## config.mk

```make
export PLATFORM = sky130hd
export DESIGN_NAME = shared_rand_src
export DESIGN_NICKNAME = d
export VERILOG_FILES = /design/src/rtl/shared_rand_pkg.sv /design/src/rtl/lfsr32_step.sv /design/src/rtl/shared_rand_src.sv
export SDC_FILE = /design/constraint.sdc
export NUM_CORES = 1
export LEC_CHECK = 0
export ABC_AREA = 1
export ABC_CLOCK_PERIOD_IN_PS = 2400
export BUFFER_PORTS_ARGS = -buffer_cell sky130_fd_sc_hd__buf_2
export CORE_UTILIZATION = 50
export CTS_CLUSTER_SIZE = 25
export DETAILED_ROUTE_END_ITERATION = 16
export PLACE_DENSITY = 0.78
export SYNTH_ARGS = -nofsm -noshare
export SYNTH_HDL_FRONTEND = slang
export SYNTH_SLANG_ARGS = --single-unit
export TNS_END_PERCENT = 5
```

## constraint.sdc

```tcl
create_clock -name ClkxCI -period 2.4 [get_ports ClkxCI]
set_clock_uncertainty 0.1 [all_clocks]
set_input_delay 0.48 -clock ClkxCI [delete_from_list [all_inputs] [get_ports ClkxCI]]
set_output_delay 0.48 -clock ClkxCI [all_outputs]
set_load 0.005 [all_outputs]
```

## src/rtl/shared_rand_pkg.sv

```systemverilog
// Shared constants for the fresh-randomness (Z) producer: LFSR geometry,
// feedback taps, zero-seed substitute and FSM state encoding.
package shared_rand_pkg;

  localparam int LFSR_W = 32;

  // Feedback taps of x^32 + x^22 + x^2 + x + 1 (Fibonacci form)
  localparam int TAP_3 = 31;
  localparam int TAP_2 = 21;
  localparam int TAP_1 = 1;
  localparam int TAP_0 = 0;

  // An all-zero state would lock the LFSR, so a zero seed is replaced by this
  localparam logic [LFSR_W-1:0] ZERO_SEED_SUB = 32'h0000_0001;

  // FSM state encoding
  localparam logic [1:0] SEED_WAIT = 2'd0;
  localparam logic [1:0] WARMUP    = 2'd1;
  localparam logic [1:0] RUN       = 2'd2;

  // Feedback bit of one LFSR step
  function automatic logic lfsr_fb(input logic [LFSR_W-1:0] s);
    return s[TAP_3] ^ s[TAP_2] ^ s[TAP_1] ^ s[TAP_0];
  endfunction

endpackage

```

## src/rtl/lfsr32_step.sv

```systemverilog
// Combinational STEPS-fold unrolled advance of the 32-bit Fibonacci LFSR.
module lfsr32_step
  import shared_rand_pkg::*;
#(
  parameter int STEPS = 2
) (
  input  logic [LFSR_W-1:0] state_i,
  output logic [LFSR_W-1:0] state_o
);

  logic [LFSR_W-1:0] s;

  // Shift in the feedback bit STEPS times within the same cycle
  always_comb begin
    s = state_i;
    for (int i = 0; i < STEPS; i++) begin
      s = {s[LFSR_W-2:0], lfsr_fb(s)};
    end
    state_o = s;
  end

endmodule

```

## src/rtl/shared_rand_src.sv

```systemverilog
// Fresh-randomness producer for DOM shared multipliers: seeded LFSR,
// warm-up discard, single-entry valid/ready output register and a
// sticky reseed request after RESEED_PERIOD accepted words.
module shared_rand_src
  import shared_rand_pkg::*;
#(
  parameter int SHARES        = 2,
  parameter int WARMUP_CYCLES = 16,
  parameter int RESEED_PERIOD = 1024
) (
  input  logic                           ClkxCI,
  input  logic                           RstxRI,
  input  logic [31:0]                    SeedxDI,
  input  logic                           SeedValidxSI,
  output logic [SHARES*(SHARES-1)-1:0]   ZxDO,
  output logic                           ZValidxSO,
  input  logic                           ZReadyxSI,
  output logic                           ReseedReqxSO,
  output logic                           BusyxSO
);

  localparam int ZW    = SHARES * (SHARES - 1);
  localparam int CNT_W = (RESEED_PERIOD < 2) ? 1 : $clog2(RESEED_PERIOD + 1);
  localparam logic [CNT_W-1:0] RP_C    = CNT_W'(RESEED_PERIOD);
  localparam logic [7:0]       WU_LAST = 8'(WARMUP_CYCLES - 1);

  logic [1:0]        state_q, state_d;
  logic [LFSR_W-1:0] lfsr_q, lfsr_d, lfsr_adv;
  logic [ZW-1:0]     z_q, z_d;
  logic              zvalid_q, zvalid_d;
  logic [CNT_W-1:0]  wcnt_q, wcnt_d;
  logic [7:0]        wu_cnt_q, wu_cnt_d;
  logic              reseed_q, reseed_d;
  logic              busy_q, busy_d;
  logic              fill_s;
  logic              accept_s;

  lfsr32_step #(.STEPS(ZW)) u_step (
    .state_i (lfsr_q),
    .state_o (lfsr_adv)
  );

  // Next-state logic: seed load has priority over every state
  always_comb begin
    state_d  = state_q;
    lfsr_d   = lfsr_q;
    z_d      = z_q;
    zvalid_d = zvalid_q;
    wcnt_d   = wcnt_q;
    wu_cnt_d = wu_cnt_q;
    reseed_d = reseed_q;
    fill_s   = 1'b0;
    accept_s = 1'b0;

    if (SeedValidxSI) begin
      // A pending word is dropped here even if the consumer is ready
      lfsr_d   = (SeedxDI == 32'h0000_0000) ? ZERO_SEED_SUB : SeedxDI;
      zvalid_d = 1'b0;
      wcnt_d   = '0;
      reseed_d = 1'b0;
      wu_cnt_d = 8'd0;
      state_d  = (WARMUP_CYCLES == 0) ? RUN : WARMUP;
    end else begin
      case (state_q)
        SEED_WAIT: begin
          zvalid_d = 1'b0;
        end
        WARMUP: begin
          lfsr_d = lfsr_adv;
          if (wu_cnt_q == WU_LAST) begin
            state_d  = RUN;
            wu_cnt_d = 8'd0;
          end else begin
            wu_cnt_d = wu_cnt_q + 8'd1;
          end
        end
        RUN: begin
          accept_s = zvalid_q & ZReadyxSI;
          fill_s   = ~zvalid_q | ZReadyxSI;
          if (fill_s) begin
            // The LFSR only moves when a word is actually loaded
            lfsr_d   = lfsr_adv;
            z_d      = lfsr_adv[ZW-1:0];
            zvalid_d = 1'b1;
          end else begin
            lfsr_d   = lfsr_q;
            z_d      = z_q;
            zvalid_d = zvalid_q;
          end
          if (accept_s && (RESEED_PERIOD != 0) && (wcnt_q != RP_C)) begin
            wcnt_d = wcnt_q + CNT_W'(1);
          end else begin
            wcnt_d = wcnt_q;
          end
          if ((RESEED_PERIOD != 0) && (wcnt_d == RP_C)) begin
            reseed_d = 1'b1;
          end else begin
            reseed_d = reseed_q;
          end
        end
        default: begin
          state_d  = SEED_WAIT;
          zvalid_d = 1'b0;
        end
      endcase
    end

    busy_d = (state_d != RUN);
  end

  // State, LFSR, counters and output register
  always_ff @(posedge ClkxCI or posedge RstxRI) begin
    if (RstxRI) begin
      state_q  <= SEED_WAIT;
      lfsr_q   <= ZERO_SEED_SUB;
      z_q      <= '0;
      zvalid_q <= 1'b0;
      wcnt_q   <= '0;
      wu_cnt_q <= 8'd0;
      reseed_q <= 1'b0;
      busy_q   <= 1'b1;
    end else begin
      state_q  <= state_d;
      lfsr_q   <= lfsr_d;
      z_q      <= z_d;
      zvalid_q <= zvalid_d;
      wcnt_q   <= wcnt_d;
      wu_cnt_q <= wu_cnt_d;
      reseed_q <= reseed_d;
      busy_q   <= busy_d;
    end
  end

  assign ZxDO         = z_q;
  assign ZValidxSO    = zvalid_q;
  assign ReseedReqxSO = reseed_q;
  assign BusyxSO      = busy_q;

endmodule

```

==> impl_metrics.env <==
export IMPL_vias_per_cell=5.22
export IMPL_drive_above_1_share_pct=17.9
export IMPL_n_antenna_cell=0
export IMPL_ys_seq_area_share_pct=47.2
export IMPL_rsz0062_at_grt="no"
export IMPL_fin_area_sq_um=3590
export IMPL_die_y_um=80.5
export IMPL_antenna_found_initial=0
export IMPL_overflow=0
export IMPL_cts_resized=0
export IMPL_finalCritPeriodShare_pct=77.1
export IMPL_critPathLaunchType="flop"
export IMPL_rows=28
export IMPL_grt_max_degree=47
export IMPL_grt_pass1_vias=2649
export IMPL_slew_headroom_pct=64.5
export IMPL_fmax_mhz=540
export IMPL_finalCriticalPeriod_ns=1.85
export IMPL_wl_per_cell_um=13.3
export IMPL_num_io_pins=41
export IMPL_tightestPinTransition_ns=0.532
export IMPL_netlist_area_sq_um=3080
export IMPL_dr_pass1_iters=5
export IMPL_crit_type="reg2reg"
export IMPL_drt_iter0_drc=180
export IMPL_cts_root_buf="clkbuf_8"
export IMPL_cp_required_ns=2.56
export IMPL_worstHoldPathType="in2async"
export IMPL_reg2reg_depth=9
export IMPL_path_clk_slew_ns=0.07
export IMPL_syn2layout_area_growth_pct=16.5
export IMPL_outcome="completed"
export IMPL_cts_tree="yes"
export IMPL_final_setup_viol_count=0
export IMPL_ys_types=27
export IMPL_drc=0
export IMPL_drt_wl_total_mm=6.98
export IMPL_place_area_sq_um=3390
export IMPL_synth_seq_cells=58
export IMPL_final_setup_tns_ns=0
export IMPL_crit_path_end_kind="flop"
export IMPL_maxCapViolCount=0
export IMPL_final_cell_mix="nand2_1 (105), dfrtp_1 (56), nor2_1 (53), inv_1 (43), buf_2 (40)"
export IMPL_dp_hpwl_mm=5.06
export IMPL_netlist_top_cell_by_area="dfrtp_1"
export IMPL_start_util_pct=52.1
export IMPL_dieWidth_um=80.5
export IMPL_vias=2750
export IMPL_cts_hold_buf=0
export IMPL_cts_sinks=58
export IMPL_cp_data_arrival_time_ns=2.01
export IMPL_htreeDepth=3
export IMPL_yosysWarnings=0
export IMPL_wl_met2_mm=3.24
export IMPL_peakVddDrop_mv=0.350
export IMPL_grt_pass1_wl_mm=12.2
export IMPL_synth_top_area_share_pct=45.5
export IMPL_numPortBuffers=40
export IMPL_p_per_area_nw_per_um2=625
export IMPL_clockBufferDepth=2
export IMPL_syn_nets=443
export IMPL_syn_instance_count=404
export IMPL_path_max_fanout=5
export IMPL_die_area_sq_um=6480
export IMPL_clock_latency_ns=0.34
export IMPL_gp_congestion=0.842
export IMPL_final_antenna_net_count=0
export IMPL_layout_commonest_cell="nand2_1"
export IMPL_top_layer="met4"
export IMPL_cts_buffers=9
export IMPL_nets=486
export IMPL_core_area_sq_um=5920
export IMPL_met3_length_um=383
export IMPL_slew_viol_final=0
export IMPL_wl_met1_mm=3.21
export IMPL_grt_total_usage_pct=25.1
export IMPL_p_leak_uw=0.00176
export IMPL_synth_area_leaders="dfrtp_1 (45%), nand2_1 (13%), nor2_1 (6.5%), o21ai_0 (6.3%), inv_1 (5.4%)"
export IMPL_syn_area_per_cell_sq_um=7.63
export IMPL_post_cts_repair_setup_buffers=0
export IMPL_hold_viol_final=0
[synth_stat cells]
library cell and number:
xnor2_1 1, buf_2 5, o21ai_0 39, nand2_1 105, a21oi_1 6, xor2_1 11
inv_1 44, xor2_2 2, a21oi_2 1, nor2_1 53, nand2_2 2, nor2_4 1
nand4_2 1, o21ai_1 2, ha_1 3, nor2_2 5, nand4_1 2, a31oi_1 17
o22ai_1 10, o211ai_1 3, nor3_1 4, dfstp_2 2, dfrtp_1 56, nand3_2 1
clkbuf_1 9, inv_2 3, nand3_1 16
[worst max-delay path, stage by stage (launching register included)]
cell and delay (ns):
dfrtp_1 0.43, ha_1 0.20, nand3_1 0.09, nor2_2 0.22, nand2_1 0.10, xor2_1 0.18, nand3_1 0.11, nor2_1 0.12
nand3_1 0.10, a21oi_2 0.12
[final timing paths]
kind                              from           end  slack [ns]
max in group asynchronous       RstxRI     lfsr_q[0]        1.53
max                          wcnt_q[1]  ReseedReqxSO        0.55
max reg2reg                  wcnt_q[1]  ReseedReqxSO        0.55
min in group ClkxCI        SeedxDI[28]    lfsr_q[28]        0.31
min reg2reg                 lfsr_q[28]    lfsr_q[28]        0.42
min                             RstxRI     lfsr_q[7]        0.08
[through the flow]
step	power, uW	hold slack, ns	instances	util, %	setup slack (ns)
2_1_floorplan	1250	0.381	404	-	0.395
3_3_place_gp	1330	0.403	511	57.2	0.533
3_5_place_dp	1340	0.403	511	57.2	0.480
4_1_cts	2260	0.0777	527	60.7	0.560
5_1_grt	2350	0.0967	527	60.7	0.387
6_report	2240	0.0772	527	60.7	0.549
[sequential cells by signal, indices dropped and copies added, names as in the netlist]
signal and count:
BusyxSO 1, ReseedReqxSO 1, ZValidxSO 1, ZxDO 2, lfsr_q 32, state_q 2, wcnt_q 11, wu_cnt_q 8
[metal layers]
| metal | vias up | GRT usage (%) |
|---|---|---|
| li1 | 1383 | - |
| met1 | 1257 | 33.6 |
| met2 | 97 | 38.6 |
| met3 | 13 | 6.02 |
| met4 | 0 | 11.1 |
| met5 | - | 0 |
[cell families (layout without fill, tap and decap cells)]
logic type,Yosys count,in the layout,share of synthesized area (%)
AO/OA/AOI/OAI,78,78,14.1
adder cells (fa/ha/maj),3,3,1.22
flip-flops,58,58,47.2
AND/OR/NAND/NOR,190,190,25.4
buffers and inverters,61,109,7.63
XOR/XNOR,14,14,4.46
[where the power goes]
group          internal, uW  total [uW]  switching (uW)
logic                  93.4         244             150
registers              1050        1080            34.8
clock network           530         919             389
total                  1670        2240             574
[cell type report]
class	count	area, sq um
clock buffers	11	151
clock inverters	5	52.6
fillers	536	2330
inverters	47	176
multi-input cells	285	1390
flip-flops and latches	58	1450
well taps	75	93.8
repair buffers	46	270
(Power assumes the default switching activity.)
